===== src/rtl/apple1_pkg.sv =====
// Shared Apple-1 bus constants: PIA register offsets, the PIA address window,
// and the keyboard up-case helper.
package apple1_pkg;

  localparam logic [1:0] PIA_KBD   = 2'd0;
  localparam logic [1:0] PIA_KBDCR = 2'd1;
  localparam logic [1:0] PIA_DSP   = 2'd2;
  localparam logic [1:0] PIA_DSPCR = 2'd3;

  // PIA window on the CPU bus; the top level decodes ab against these.
  localparam logic [15:0] PIA_BASE = 16'hD010;
  localparam logic [15:0] PIA_LAST = 16'hD013;

  // Map ASCII 'a'..'z' onto 'A'..'Z'; all other codes pass through.
  function automatic logic [6:0] upcase7(input logic [6:0] c);
    return (c >= 7'h61 && c <= 7'h7A) ? (c - 7'h20) : c;
  endfunction

endpackage


===== src/rtl/sync_fifo.sv =====
// Small synchronous FIFO with a combinational head (no read latency).
// Pointers carry one extra wrap bit so full and empty are distinguishable.
module sync_fifo #(
  parameter int WIDTH = 7,
  parameter int DEPTH = 4
) (
  input  logic             clk25,
  input  logic             reset_n,
  input  logic             push,
  input  logic             pop,
  input  logic [WIDTH-1:0] din,
  output logic [WIDTH-1:0] head,
  output logic             empty,
  output logic             full
);

  localparam int AW = $clog2(DEPTH);

  logic [AW:0]      wr_ptr, rd_ptr;
  logic [WIDTH-1:0] mem [DEPTH];

  assign empty = (wr_ptr == rd_ptr);
  assign full  = (wr_ptr[AW] != rd_ptr[AW]) && (wr_ptr[AW-1:0] == rd_ptr[AW-1:0]);
  assign head  = mem[rd_ptr[AW-1:0]];

  // Pointer update; a push into a full FIFO is refused even when a pop
  // happens in the same cycle.
  always_ff @(posedge clk25) begin
    if (!reset_n) begin
      wr_ptr <= '0;
      rd_ptr <= '0;
    end else begin
      if (push && !full)  wr_ptr <= wr_ptr + 1'b1;
      if (pop  && !empty) rd_ptr <= rd_ptr + 1'b1;
    end
  end

  // Storage write; contents need no reset since the pointers gate visibility.
  always_ff @(posedge clk25) begin
    if (reset_n && push && !full) mem[wr_ptr[AW-1:0]] <= din;
  end

endmodule


===== src/rtl/pia_responder.sv =====
// Apple-1 6821 PIA register window (KBD/KBDCR/DSP/DSPCR) as WozMon sees it:
// keyboard bytes arrive through a FIFO, display chars leave on a valid/ready
// stream, and reads return registered data one clock after the access.
module pia_responder
  import apple1_pkg::*;
#(
  parameter int KBD_DEPTH = 4,
  parameter int UPCASE    = 1
) (
  input  logic       clk25,
  input  logic       reset_n,
  input  logic       enable,
  input  logic [1:0] address,
  input  logic       w_en,
  input  logic [7:0] din,
  output logic [7:0] dout,
  input  logic [6:0] kbd_data,
  input  logic       kbd_valid,
  output logic       kbd_ready,
  output logic [6:0] dsp_data,
  output logic       dsp_valid,
  input  logic       dsp_ready
);

  logic       rd, wr, kbd_pop, kbd_push;
  logic       empty, full;
  logic [6:0] head, push_data;
  logic [6:0] kbd_last, kbdcr;
  logic [7:0] dspcr;

  assign rd        = enable && !w_en;
  assign wr        = enable &&  w_en;
  assign kbd_ready = !full;
  assign kbd_push  = kbd_valid && !full;
  assign kbd_pop   = rd && (address == PIA_KBD) && !empty;
  assign push_data = (UPCASE != 0) ? upcase7(kbd_data) : kbd_data;

  sync_fifo #(.WIDTH(7), .DEPTH(KBD_DEPTH)) u_kbd_fifo (
    .clk25   (clk25),
    .reset_n (reset_n),
    .push    (kbd_push),
    .pop     (kbd_pop),
    .din     (push_data),
    .head    (head),
    .empty   (empty),
    .full    (full)
  );

  // Read mux into dout plus control-register writes; dout holds between reads.
  always_ff @(posedge clk25) begin
    if (!reset_n) begin
      dout     <= 8'h00;
      kbd_last <= 7'h00;
      kbdcr    <= 7'h00;
      dspcr    <= 8'h00;
    end else begin
      if (rd) begin
        case (address)
          PIA_KBD: begin
            if (!empty) begin
              dout     <= {1'b1, head};
              kbd_last <= head;
            end else begin
              dout     <= {1'b1, kbd_last};
            end
          end
          PIA_KBDCR: dout <= {!empty, kbdcr};
          PIA_DSP:   dout <= {dsp_valid, dsp_data};
          default:   dout <= dspcr;
        endcase
      end
      if (wr) begin
        case (address)
          PIA_KBDCR: kbdcr <= din[6:0];
          PIA_DSPCR: dspcr <= din;
          default: ;
        endcase
      end
    end
  end

  // Display holding register: a DSP write only lands when nothing is pending,
  // so a write in the handshake cycle is dropped. Data holds after handshake.
  always_ff @(posedge clk25) begin
    if (!reset_n) begin
      dsp_data  <= 7'h00;
      dsp_valid <= 1'b0;
    end else if (dsp_valid) begin
      if (dsp_ready) dsp_valid <= 1'b0;
    end else if (wr && (address == PIA_DSP)) begin
      dsp_data  <= din[6:0];
      dsp_valid <= 1'b1;
    end
  end

endmodule


===== config.mk =====
export PLATFORM = sky130hd
export DESIGN_NAME = pia_responder
export DESIGN_NICKNAME = d
export VERILOG_FILES = /design/src/rtl/apple1_pkg.sv /design/src/rtl/sync_fifo.sv /design/src/rtl/pia_responder.sv
export SDC_FILE = /design/constraint.sdc
export NUM_CORES = 1
export LEC_CHECK = 0
export BUFFER_PORTS_ARGS = -buffer_cell sky130_fd_sc_hd__buf_4
export CORE_ASPECT_RATIO = 0.7
export CORE_MARGIN = 5
export CORE_UTILIZATION = 45
export DETAILED_ROUTE_END_ITERATION = 16
export SYNTH_ARGS = -nofsm -noshare
export SYNTH_HDL_FRONTEND = slang
export SYNTH_SLANG_ARGS = --single-unit

===== constraint.sdc =====
create_clock -name clk25 -period 1.95 [get_ports clk25]
set_input_delay 0.0975 -clock clk25 [delete_from_list [all_inputs] [get_ports clk25]]
set_output_delay 0.0975 -clock clk25 [all_outputs]
set_load 0.005 [all_outputs]

==> flow_metrics.env, run 1 <==
export IMPL_critPathLaunchType="input pin"
export IMPL_first_pass_iters=4
export IMPL_cpLargestDelayFamily="buffers and inverters"
export IMPL_crit_top_cell="buf_4"
export IMPL_p_per_area_mw_per_mm2=835
export IMPL_slowest_delay_ps=540
export IMPL_num_rows=26
export IMPL_grt_ovfl_total=0
export IMPL_yosys_top_cells_area="dfxtp_1, edfxtp_1, mux2i_1, mux4_2, nor2b_1"
export IMPL_synth_edff_count=28
export IMPL_grt_pass1_vias=2216
export IMPL_netlist_area_mm2=0.00336
export IMPL_dieArea_mm2=0.00932
export IMPL_netlist_area_leader_share_pct=27.4
export IMPL_clkPwrFrac_pct=40.4
export IMPL_cts_tree="built"
export IMPL_cts_inserted_buffers=9
export IMPL_leakage_nw=1.69
export IMPL_clk_pin_slew_ps=90
export IMPL_stdcell_area_mm2=0.00406
export IMPL_fin_tns_setup_ps=0
export IMPL_synth_area_leader_cell="dfxtp_1"
export IMPL_insertion_delay_ps=350
export IMPL_p_int_w=0.00259
export IMPL_setup_viol=0
export IMPL_status="finished clean"
export IMPL_ir_worst_vdd_v=0.000407
export IMPL_htreeDepth=3
export IMPL_ys_warn_count=0
export IMPL_instances_no_fill=441
export IMPL_start_util_pct=46.1
export IMPL_cts_sinks=74
export IMPL_fin_crit_ps=1840
export IMPL_p_seq_share_pct=49.4
export IMPL_dieHeight_um=82.3
export IMPL_crit_buf_inv=3
export IMPL_holdCritPathClass="input pin to flip-flop"
export IMPL_coreArea_mm2=0.00729
export IMPL_synth_ff_type="dfxtp_1"
export IMPL_pwr_share_comb_pct=10.2
export IMPL_max_cap_violations=0
export IMPL_syn_nets=316
export IMPL_fillers=638
export IMPL_antenna_found_initial=0
export IMPL_clock_skew_ps=10.6
export IMPL_gp_congestion=0.763
export IMPL_avgSynthCellArea_um2=11.7
export IMPL_wl_um=7290
export IMPL_finalNetCount=367
export IMPL_track_usage_pct=16.8
export IMPL_slew_viol_final=0
export IMPL_ant_nets=0
export IMPL_place_hpwl_um=5370
export IMPL_relSlewSlack_pct=64.8
export IMPL_fin_crit_sh_pct=94.4
export IMPL_antenna_cells=0
export IMPL_setup_worst_path_end_class="flip-flop"
export IMPL_chipWidth_um=113
export IMPL_fmax_mhz=543
export IMPL_drt_iter0_markers=169
export IMPL_synth_seq_area_share_pct=52.4
export IMPL_postSynthCellCount=287
export IMPL_slowest_stage="dlygate4sd3_1"
export IMPL_via_per_inst=5.31
export IMPL_worstPathCellList="dlygate4sd3_1 -> buf_4 -> or4_1 -> o21ai_0 -> o22ai_1 -> xor2_1 -> buf_4"
export IMPL_ios=40
export IMPL_worstPathMaxFanout=7
export IMPL_rsz0062_at_grt="no"
export IMPL_cts_buffer_depth=2
export IMPL_p_switching_w=0.000796
export IMPL_post_place_cells=419
export IMPL_area_growth_pct=20.8
export IMPL_num_vias=2342
export IMPL_post_place_ws_ps=146
export IMPL_power_w=0.00339
export IMPL_drive_gt1_share_pct=24.5
export IMPL_yosysMostFrequentCell="dfxtp_1"
export IMPL_grt_pass1_wl_um=11800
export IMPL_p_sw_share_pct=23.5
export IMPL_clk_root_buffer_cell="clkbuf_8"
export IMPL_drc_errors=0
export IMPL_placedInstanceArea_mm2=0.00376
export IMPL_setup_ws_ps=109
export IMPL_synth_cells_most_frequent="dfxtp_1, edfxtp_1, mux2i_1, nor2b_1, nor2_1"
export IMPL_cp_data_arrival_time_ps=1940
export IMPL_ys_types=42
export IMPL_synth_seq_cells=74
export IMPL_grt_start_max_net_pins=31
export IMPL_crit_required_ps=2050
export IMPL_async_reset_ff_share_pct=0
export IMPL_hold_violations=0
export IMPL_tightest_slew_ps=526
export IMPL_worstSetupPathType="input pin to flip-flop"
export IMPL_wl_per_cell_um=16.5
export IMPL_io_buffers=39
==> cells by family (layout without fill, tap and decap cells) <==
| logic type | count (synthesis) | after routing | share of synthesized area, % |
|---|---|---|---|
| flops | 74 | 74 | 52.4 |
| xor+xnor | 8 | 8 | 2.53 |
| simple gates | 97 | 97 | 14.8 |
| compound gates | 49 | 49 | 12.1 |
| buf+inv | 21 | 77 | 3.69 |
| fa+ha+maj | 6 | 6 | 2.23 |
| mux | 32 | 32 | 12.1 |
==> cell type report <==
| cell class | count | area, µm² | area share, % |
|---|---|---|---|
| clock buffer | 12 | 188 | 4.63 |
| multi-input combinational | 192 | 1470 | 36.3 |
| sequential | 74 | 1760 | 43.4 |
| inverter | 4 | 15.0 | 0.370 |
| tap | 98 | 123 | 3.02 |
| timing repair buffer | 57 | 443 | 10.9 |
| clock inverter | 4 | 52.6 | 1.30 |
==> registers in the layout, summed over array words and instances (netlist names), named ones only <==
register           count
dspcr                  8
kbd_last               7
u_kbd_fifo.mem        28
kbdcr                  7
u_kbd_fifo.rd_ptr      3
dsp_valid              1
dout                   8
dsp_data               7
u_kbd_fifo.wr_ptr      3
==> cells in the final DEF, fill, tap and decap left out, types with 6 or more instances in the layout <==
cell type,instances
mux2i_1,25
dfxtp_1,45
nand2_1,21
edfxtp_1,28
nor2_1,24
dlygate4sd3_1,6
nor2b_1,25
buf_4,51
ha_1,6
nand3_1,9
a21oi_1,7
mux4_2,7
a311oi_1,7
a21boi_0,9
clkbuf_8,10
o31ai_1,7
o311a_1,7
==> through the flow <==
stage	util [%]	hold slack (ps)
floorplan	-	196
global placement	51.5	334
detailed placement	51.5	328
CTS	55.7	6.20
global route	55.7	5.98
finish	55.7	15.9
==> layer usage <==
layer / up-vias / track usage (%) / share of wire [%]
met3: 7 / 5.32 / 4.0
met5: - / 0 / 0
met2: 39 / 23.5 / 42
li1: 1149 / - / -
met1: 1147 / 25.2 / 53
met4: 0 / 3.96 / 0.78
==> power by group through the flow <==
stage / sequential [W] / combinational (W) / clock, W
after floorplan: 0.00170 / 0.000206 / 0
after global placement: 0.00171 / 0.000330 / 0
after detailed placement: 0.00171 / 0.000333 / 0
after CTS: 0.00167 / 0.000345 / 0.00139
after global routing: 0.00168 / 0.000376 / 0.00148
final: 0.00167 / 0.000344 / 0.00137
==> worst paths after layout <==
check,startpoint,to,slack (ps),cells after the start
setup / recovery,kbd_data[3],u_kbd_fifo.mem[0][5],110,7
hold / removal,dsp_ready,dsp_valid,20,3
setup reg to reg,u_kbd_fifo.rd_ptr[2],u_kbd_fifo.rd_ptr[2],180,5
hold reg to reg,dout[7],dout[7],470,2
==> tightest hold or removal path: stages <==
cell and delay (ps):
buf_4 80, nand2b_1 80, a21boi_0 70
==> repair_timing <==
action                                 CTS  global route
hold buffers                             6             0
endpoints found under the hold margin   21             0
setup endpoints to repair                0             2
setup buffers                            0             0
resized for setup                        0             1
Note: power is estimated with default switching activity, not from simulation.
==> run 2, diff against run 1 <==
--- a/config.mk
+++ b/config.mk
@@ -5,11 +5,15 @@
 export SDC_FILE = /design/constraint.sdc
 export NUM_CORES = 1
 export LEC_CHECK = 0
-export BUFFER_PORTS_ARGS = -buffer_cell sky130_fd_sc_hd__buf_4
+export CELL_PAD_IN_SITES_DETAIL_PLACEMENT = 1
+export CELL_PAD_IN_SITES_GLOBAL_PLACEMENT = 1
 export CORE_ASPECT_RATIO = 0.7
 export CORE_MARGIN = 5
 export CORE_UTILIZATION = 45
 export DETAILED_ROUTE_END_ITERATION = 16
+export DONT_BUFFER_PORTS = 1
+export PLACE_DENSITY_LB_ADDON = 0.1
+export SLEW_MARGIN = 20
 export SYNTH_ARGS = -nofsm -noshare
 export SYNTH_HDL_FRONTEND = slang
 export SYNTH_SLANG_ARGS = --single-unit
==> flow_metrics.env, run 2 (synthesis gave the netlist of run 1 again) <==
export IMPL_status="finished clean"
export IMPL_crit_required_ps=2180
export IMPL_fmax_mhz=558
export IMPL_hold_violations=0
export IMPL_final_common_cell="dfxtp_1"
export IMPL_grt_pass1_wl_um=12200
export IMPL_rrSetupSlack_ps=160
export IMPL_met1_length_um=3680
export IMPL_holdCritPathClass="input pin to flip-flop"
export IMPL_htreeDepth=3
export IMPL_setup_viol=0
export IMPL_area_growth_pct=13.0
export IMPL_cts_setup_buffers=0
export IMPL_cp_data_arrival_time_ps=2020
export IMPL_grt_pass1_vias=2336
export IMPL_worstPathMaxFanout=6
export IMPL_first_pass_iters=4
export IMPL_dieHeight_um=82.3
export IMPL_place_hpwl_um=5450
export IMPL_antenna_cells=0
export IMPL_drt_iter0_markers=111
export IMPL_slew_viol_final=0
export IMPL_critPathLaunchType="flip-flop"
export IMPL_ant_nets=0
export IMPL_num_vias=2243
export IMPL_cts_buffer_depth=2
export IMPL_wl_um=7680
export IMPL_worstSetupPathType="flip-flop to flip-flop"
export IMPL_finalNetCount=334
export IMPL_clk_root_buffer_cell="clkbuf_8"
export IMPL_drive_gt1_share_pct=13.5
export IMPL_track_usage_pct=17.3
export IMPL_wl_met2_um=3550
export IMPL_chipWidth_um=113
export IMPL_top_layer_used="met4"
export IMPL_fin_tns_setup_ps=0
export IMPL_relSlewSlack_pct=59.0
export IMPL_leakage_nw=1.49
export IMPL_dr_wl_met3_um=401
export IMPL_drc_errors=0
export IMPL_ios=40
export IMPL_cts_tree="built"
export IMPL_max_cap_violations=0
export IMPL_io_buffers=0
export IMPL_num_rows=26
export IMPL_fin_crit_sh_pct=91.9
export IMPL_wl_per_cell_um=18.8
export IMPL_instances_no_fill=408
export IMPL_clock_skew_ps=6.10
export IMPL_cts_inserted_buffers=9
export IMPL_p_per_area_mw_per_mm2=813
export IMPL_largest_register_ffs=28
export IMPL_fin_crit_ps=1790
export IMPL_rsz0062_at_grt="no"
export IMPL_insertion_delay_ps=340
export IMPL_final_cell_mix="dfxtp_1, edfxtp_1, mux2i_1, nor2b_1, nor2_1"
export IMPL_coreArea_mm2=0.00729
export IMPL_grt_start_max_net_pins=46
export IMPL_setup_worst_path_end_class="flip-flop"
export IMPL_via_per_inst=5.50
export IMPL_antenna_found_initial=0
export IMPL_grt_ovfl_total=0
export IMPL_start_util_pct=46.1
export IMPL_tightest_slew_ps=612
export IMPL_clk_pin_slew_ps=80
export IMPL_cts_sinks=74
export IMPL_dieArea_mm2=0.00932
export IMPL_final_util_pct=52.1
export IMPL_post_place_cells=375
export IMPL_ir_worst_vdd_v=0.000369
export IMPL_gp_congestion=0.745
run 2: cell types whose count changed in the layout (fill, tap and decap cells not counted), moves of 4 or more:
cell           delta
and3_2            +4
dlygate4sd3_1    +10
buf_4            -44
and3_1            -4
run 2: repair_timing:
item	in CTS	in global routing
setup endpoints to repair	0	28
hold buffers	17	0
hold endpoints to repair	66	0
resized for setup	0	4
run 2: layer usage:
metal,up-vias,global-route usage [%]
met5,-,0
met4,0,4.68
met3,5,5.68
met2,40,27.5
met1,1113,22.9
li1,1085,-
run 2: worst paths after layout:
check | start | endpoint | depth (start not counted)
worst min-delay path | kbd_data[5] | u_kbd_fifo.mem[0][5] | 1
worst max register to register | u_kbd_fifo.wr_ptr[1] | kbd_last[4] | 5
worst max-delay path | u_kbd_fifo.wr_ptr[1] | kbd_last[4] | 5
worst min register to register | dspcr[5] | dspcr[5] | 2
run 2: metrics by stage:
step                      instance area (µm²)  total power [W]  hold slack, ps  worst slack, ps
after floorplan                          3360          0.00191             196              238
after global placement                   3430          0.00194             197              180
after detailed placement                 3430          0.00195             197              103
after CTS                                3790          0.00312            26.9             78.1
after global routing                     3790          0.00321            27.2             21.0
final                                    3790          0.00309            40.5              157
run 2: final cells by class:
| type | count | area, µm² |
|---|---|---|
| flip-flops and latches | 74 | 1760 |
| clock buffers | 9 | 124 |
| well taps | 98 | 123 |
| repair buffers | 24 | 233 |
| multi-input cells | 192 | 1480 |
| fillers | 794 | 3490 |
| inverters | 4 | 15.0 |
| clock inverters | 7 | 60.1 |
run 2: critical path: stages (launching register included):
cell,delay [ps]
dfxtp_1,370
xor2_2,210
o311ai_2,550
buf_4,280
mux2i_1,210
nor2b_1,70
run 2: report_power, final:
| group | leakage, nW | switching [W] | total (W) | internal, W |
|---|---|---|---|---|
| logic | 0.769 | 0.000162 | 0.000291 | 0.000128 |
| clock network | 0.0939 | 0.000548 | 0.00112 | 0.000575 |
| registers | 0.627 | 0.0000248 | 0.00167 | 0.00165 |
| total | 1.49 | 0.000736 | 0.00309 | 0.00235 |
